## src/rtl/spi_flash_read.sv

```systemverilog
// Serial NOR flash read sequencer: feeds command/address/filler bytes to spi_master
// and returns the payload bytes. Define SPI_FLASH_FAST_READ_EN for 0x0B fast read.
module spi_flash_read #(
  parameter int LW = 16
) (
  input  logic          clock,
  input  logic          reset,
  input  logic          start,
  input  logic [23:0]   addr,
  input  logic [LW-1:0] len,
  output logic          busy,
  output logic          done,
  output logic [7:0]    tx_data,
  input  logic          tx_get,
  output logic          tx_empty,
  input  logic [7:0]    rx_data,
  input  logic          rx_put,
  output logic [7:0]    data,
  output logic          valid
);

  localparam int CW = LW + 1;

`ifdef SPI_FLASH_FAST_READ_EN
  localparam logic [7:0]    CMD = 8'h0B;
  localparam logic [CW-1:0] HDR = CW'(5);
`else
  localparam logic [7:0]    CMD = 8'h03;
  localparam logic [CW-1:0] HDR = CW'(4);
`endif

  typedef enum logic [2:0] {
    IDLE,
    HEAD,
    FILL,
    DRAIN,
    FIN
  } state_e;

  state_e        state_q, state_d;
  logic [CW-1:0] tx_cnt_q, tx_cnt_d;
  logic [CW-1:0] rx_cnt_q, rx_cnt_d;
  logic [23:0]   addr_q, addr_d;
  logic [LW-1:0] len_q, len_d;
  logic [7:0]    tx_data_q, tx_data_d;
  logic [7:0]    data_q, data_d;
  logic          valid_q, valid_d;
  logic          busy_q, busy_d;
  logic          done_q, done_d;

  logic          tx_take;
  logic          rx_take;
  logic [CW-1:0] tx_cnt_dec;
  logic [CW-1:0] tx_pos;
  logic [7:0]    next_byte;

  // Combinational so the master sees the next word in the very cycle it takes one.
  assign tx_empty = (tx_cnt_q == '0) || (state_q == IDLE) || (state_q == FIN);

  assign tx_take    = tx_get && !tx_empty;
  assign rx_take    = rx_put && (rx_cnt_q != '0) &&
                      (state_q == HEAD || state_q == FILL || state_q == DRAIN);
  assign tx_cnt_dec = tx_cnt_q - CW'(1);
  // Stream position of the byte that follows the one being taken now.
  assign tx_pos     = HDR + {1'b0, len_q} - tx_cnt_dec;

  // NOTE: every always_comb output gets a default first so no latch is inferred.
  always_comb begin
    next_byte = 8'h00;
    if (tx_pos == CW'(1))      next_byte = addr_q[23:16];
    else if (tx_pos == CW'(2)) next_byte = addr_q[15:8];
    else if (tx_pos == CW'(3)) next_byte = addr_q[7:0];
  end

  always_comb begin
    state_d   = state_q;
    tx_cnt_d  = tx_cnt_q;
    rx_cnt_d  = rx_cnt_q;
    addr_d    = addr_q;
    len_d     = len_q;
    tx_data_d = tx_data_q;
    data_d    = data_q;
    valid_d   = 1'b0;
    done_d    = 1'b0;

    case (state_q)
      IDLE: begin
        if (start) begin
          if (len == '0) begin
            done_d = 1'b1;
          end else begin
            state_d   = HEAD;
            addr_d    = addr;
            len_d     = len;
            tx_cnt_d  = HDR + {1'b0, len};
            rx_cnt_d  = HDR + {1'b0, len};
            tx_data_d = CMD;
          end
        end
      end
      HEAD: begin
        if (tx_take) begin
          tx_cnt_d  = tx_cnt_dec;
          tx_data_d = next_byte;
          if (tx_cnt_dec == {1'b0, len_q}) state_d = FILL;
        end
      end
      FILL: begin
        if (tx_take) begin
          tx_cnt_d  = tx_cnt_dec;
          tx_data_d = next_byte;
          if (tx_cnt_dec == '0) state_d = DRAIN;
        end
      end
      DRAIN: ;
      FIN: begin
        state_d = IDLE;
        done_d  = 1'b1;
      end
      default: state_d = IDLE;
    endcase

    if (rx_take) begin
      rx_cnt_d = rx_cnt_q - CW'(1);
      // Header echo bytes arrive while more than len bytes are still outstanding.
      if (rx_cnt_q <= {1'b0, len_q}) begin
        data_d  = rx_data;
        valid_d = 1'b1;
      end
    end

    if (state_d == DRAIN && rx_cnt_d == '0) state_d = FIN;

    busy_d = (state_d != IDLE);
  end

  // NOTE: sequential state uses non-blocking assignments so all flops update together.
  always_ff @(posedge clock or negedge reset) begin
    if (!reset) begin
      state_q   <= IDLE;
      tx_cnt_q  <= '0;
      rx_cnt_q  <= '0;
      addr_q    <= '0;
      len_q     <= '0;
      tx_data_q <= '0;
      data_q    <= '0;
      valid_q   <= 1'b0;
      busy_q    <= 1'b0;
      done_q    <= 1'b0;
    end else begin
      state_q   <= state_d;
      tx_cnt_q  <= tx_cnt_d;
      rx_cnt_q  <= rx_cnt_d;
      addr_q    <= addr_d;
      len_q     <= len_d;
      tx_data_q <= tx_data_d;
      data_q    <= data_d;
      valid_q   <= valid_d;
      busy_q    <= busy_d;
      done_q    <= done_d;
    end
  end

  assign busy    = busy_q;
  assign done    = done_q;
  assign tx_data = tx_data_q;
  assign data    = data_q;
  assign valid   = valid_q;

endmodule

```

## config.mk

```make
export PLATFORM = sky130hd
export DESIGN_NAME = spi_flash_read
export DESIGN_NICKNAME = d
export VERILOG_FILES = /design/src/rtl/spi_flash_read.sv
export SDC_FILE = /design/constraint.sdc
export NUM_CORES = 1
export LEC_CHECK = 0
export BUFFER_PORTS_ARGS = -buffer_cell sky130_fd_sc_hd__buf_2
export CORE_MARGIN = 5
export CORE_UTILIZATION = 37
export CTS_CLUSTER_DIAMETER = 60
export DETAILED_ROUTE_END_ITERATION = 6
export PLACE_DENSITY_LB_ADDON = 0.08
export SETUP_SLACK_MARGIN = 0.4
export SYNTH_ARGS = -nofsm -noshare
export SYNTH_HDL_FRONTEND = slang
export SYNTH_SLANG_ARGS = --single-unit
```

## constraint.sdc

```tcl
create_clock -name clock -period 4.5 [get_ports clock]
set_input_delay 0.675 -clock clock [delete_from_list [all_inputs] [get_ports clock]]
set_output_delay 0.675 -clock clock [all_outputs]
set_load 0.05 [all_outputs]
```

==> run summary <==
Slew Viols, Final = 0
HPWL after detailed placement = 17900 µm
post-DR wirelength/cell = 20.4 µm
die extent in y = 148 µm
CTS Hold Bufs = 0
worst hold slack = 0.447 ns
worst r2r src = tx_cnt_q[1]
Critical Path RT = 4.80 ns
largest cells by area after synthesis = dfrtp_1, ha_1, nand2_1
CTS H-Tree Depth = 3
Layout Cells excl Fill = 1160
Layout Nets = 1022
TritonCTS clock tree = done
synthesized flop and latch total = 96
Worst-Margin Slew = 1.19 ns
outcome = finished, final reports clean
core footprint = 18600 µm²
Crit. End Element = register
Syn. warnings = 0
HP Class = input pin to asynchronous set/reset pin
critical path class = register to register
CP startpoint = tx_cnt_q[1]
Ports = 73
average size of a mapped cell = 8.27 µm²
die area = 21800 µm²
std cell rows = 50
Slowest-stage cell, CP = or4_4
initial antenna violation count = 1
Final Hold Fails = 0
clock power share = 0.147
Power Dens Cells = 648 nW/µm²
vias per cell = 5.89
final setup TNS = 0 ns
Switching Share = 0.483
largest net degree at the start of global routing = 69
max cap viols = 0
n_diodes = 0
Startpoint Class = register
count of cell types in the netlist = 71
Final setup violation count = 0
worst endpoint data arrival time = 4.33 ns
Die Wd = 148 µm
Seq/Total Area, Yosys = 0.343
DR vias = 6836
Post-Syn Nets = 947
GPL Wtd Cong = 0.924
placed cell count = 1129
RSZ-0062 raised after global routing = yes
share of layout cells above drive strength 1 = 0.191
DR iter-0 viols = 506
# clock sinks = 96
Clock Path Buffers = 2
Starting Density = 0.375
Placement Cell Area = 7610 µm²
Most used DFF post-synth = dfrtp_1
antenna-violating nets left = 0
Clk Latency, worst-skew pair = 0.36 ns
Mapped Area = 7000 µm²
drt drc = 0
Tot Pwr = 5330 µW
internal power = 2760 µW
first-pass GRT wire length = 36500 µm
vias in the first global route = 6374
I/O Buffers = 72
CTS root buffer = clkbuf_16
all-layer global routing usage = 0.211
slowest stage delay, CP = 0.55 ns
Final Instance Area = 8220 µm²
number of enable flip-flop cells after synthesis = 0
Post-synth ARST share = 1.00
Lkg Pwr = 0.00360 µW
Routed WL = 23700 µm
crit-path max FO = 5
min Tclk post-route = 4.04 ns
Synth area leader = dfrtp_1
CTS Buf Count = 9
Syn-to-layout area delta = 17.5%
Clock transition at path regs = 0.08 ns
Worst Clk Skew = 0.00987 ns
Synth top area share = 0.343
Switch Pwr = 2580 µW
relative slew slack = 0.210
GR Overflow Total = 0
cell breakdown of the critical path = inv_2 -> ha_4 -> or4b_4 -> or4_4 -> xor2_1 -> ha_1 -> nand3_2 -> nor3_2 -> nand3_2 -> o41ai_4 -> buf_4 -> nand4_1 -> nor4_4 -> buf_4 -> and2_1
Peak VDD IR = 0.000296 V
Initial DRT Pass Iterations = 7
fraction of power consumed by sequential logic = 0.281
final worst path period share = 0.897
Fmax achieved = 248 MHz
combinational share of power = 0.572
Mapped Cells = 846
[worst paths after layout]
| path | endpoint | depth (start not counted) | slack, ns |
|---|---|---|---|
| worst max-delay path | state_q[2] | 15 | 0.46 |
| worst min-delay path | tx_data[6] | 1 | 0.45 |
| worst max register to register | state_q[2] | 15 | 0.46 |
| worst min register to register | addr_q[0] | 2 | 0.48 |
| max in group asynchronous | tx_cnt_q[0] | 2 | 3.05 |
| min in group clock | addr_q[0] | 2 | 0.48 |
[area by class of cell]
| cell class | count | area [µm²] |
|---|---|---|
| clock inverters | 7 | 72.6 |
| multi-input cells | 662 | 4440 |
| clock buffers | 9 | 225 |
| fillers | 1885 | 10400 |
| repair buffers | 104 | 603 |
| well taps | 234 | 293 |
| inverters | 48 | 180 |
| flip-flops and latches | 96 | 2410 |
[cells in the mapped netlist, types with 7 or more instances]
cell,instances
nand2_1,131
dfrtp_1,96
nor2_1,54
o21ai_0,50
inv_1,48
ha_1,47
a21oi_1,39
clkbuf_1,33
nor3_1,33
nand3_1,29
nand4_1,29
xnor2_1,22
nor4_1,17
o211ai_1,16
a31oi_1,15
xor2_1,15
or3_1,12
a211oi_1,10
mux2i_1,10
a22oi_1,9
and2_1,9
o21a_1,9
and3_1,7
[repair_timing]
action                                  in CTS  in global routing
pin swaps                                    0                 17
setup buffers                                1                 14
endpoints found under the hold margin        0                  0
resized for setup                            9                 36
endpoints found under the setup margin      11                 11
[routing by layer]
metal	global-route usage	part of all wire	vias up
met5	0	0.00055	-
met4	0.0582	0.018	2
met3	0.0294	0.055	35
met2	0.327	0.46	255
met1	0.309	0.47	3303
li1	-	-	3241
[cells in the final DEF, fill, tap and decap left out, drive strengths merged, types with 9 or more instances in the layout]
cell type / Yosys / final
nand2: 131 / 131
nor2: 54 / 54
mux2i: 10 / 10
inv: 48 / 51
nand4: 29 / 29
ha: 47 / 47
o211ai: 16 / 16
clkbuf: 33 / 9
a21oi: 39 / 39
nor4: 19 / 19
dfrtp: 96 / 96
o21ai: 52 / 52
buf: 7 / 104
xor2: 15 / 15
and2: 10 / 10
xnor2: 22 / 22
a211oi: 10 / 10
o21a: 9 / 9
a31oi: 15 / 15
nand3: 29 / 29
a22oi: 9 / 9
nor3: 33 / 33
or3: 12 / 12
[registers in the layout, indices dropped and copies added (netlist names)]
| signal | flops |
|---|---|
| addr_q | 24 |
| rx_cnt_q | 17 |
| tx_cnt_q | 17 |
| len_q | 16 |
| data | 8 |
| tx_data | 8 |
| state_q | 3 |
| busy | 1 |
| done | 1 |
| valid | 1 |
[worst max-delay path: cells and delay by family, from the launching register on]
kind                     cells  cell delay, ns
AO/OA/AOI/OAI                1            0.38
AND/OR/NAND/NOR              8            2.06
XOR/XNOR                     1            0.17
buffers and inverters        3            0.45
adder cells (fa/ha/maj)      2            0.53
flip-flops                   1            0.39
[per-stage QoR]
stage | setup WS, ns | util
finish | 0.464 | 0.441
global route | 0.307 | 0.441
CTS | 0.409 | 0.427
detailed placement | 0.105 | 0.408
global placement | 0.245 | 0.408
floorplan | 0.569 | -
[power groups by stage]
stage | Combinational (µW) | Clock, µW | Sequential (µW)
finish | 3050 | 785 | 1500
floorplan | 1980 | 0 | 1490
global placement | 2750 | 0 | 1480
CTS | 2820 | 812 | 1480
detailed placement | 2780 | 0 | 1490
global route | 3340 | 839 | 1530
[kinds of logic after synthesis]
kind of cell / count (synthesis) / synth area share
AO/OA/AOI/OAI: 207 / 0.197
XOR/XNOR: 39 / 0.0527
adder cells (fa/ha/maj): 48 / 0.0869
buffers and inverters: 88 / 0.0515
flip-flops: 96 / 0.343
multiplexers: 13 / 0.0191
AND/OR/NAND/NOR: 355 / 0.250
Note: power is estimated with default switching activity, not from simulation.
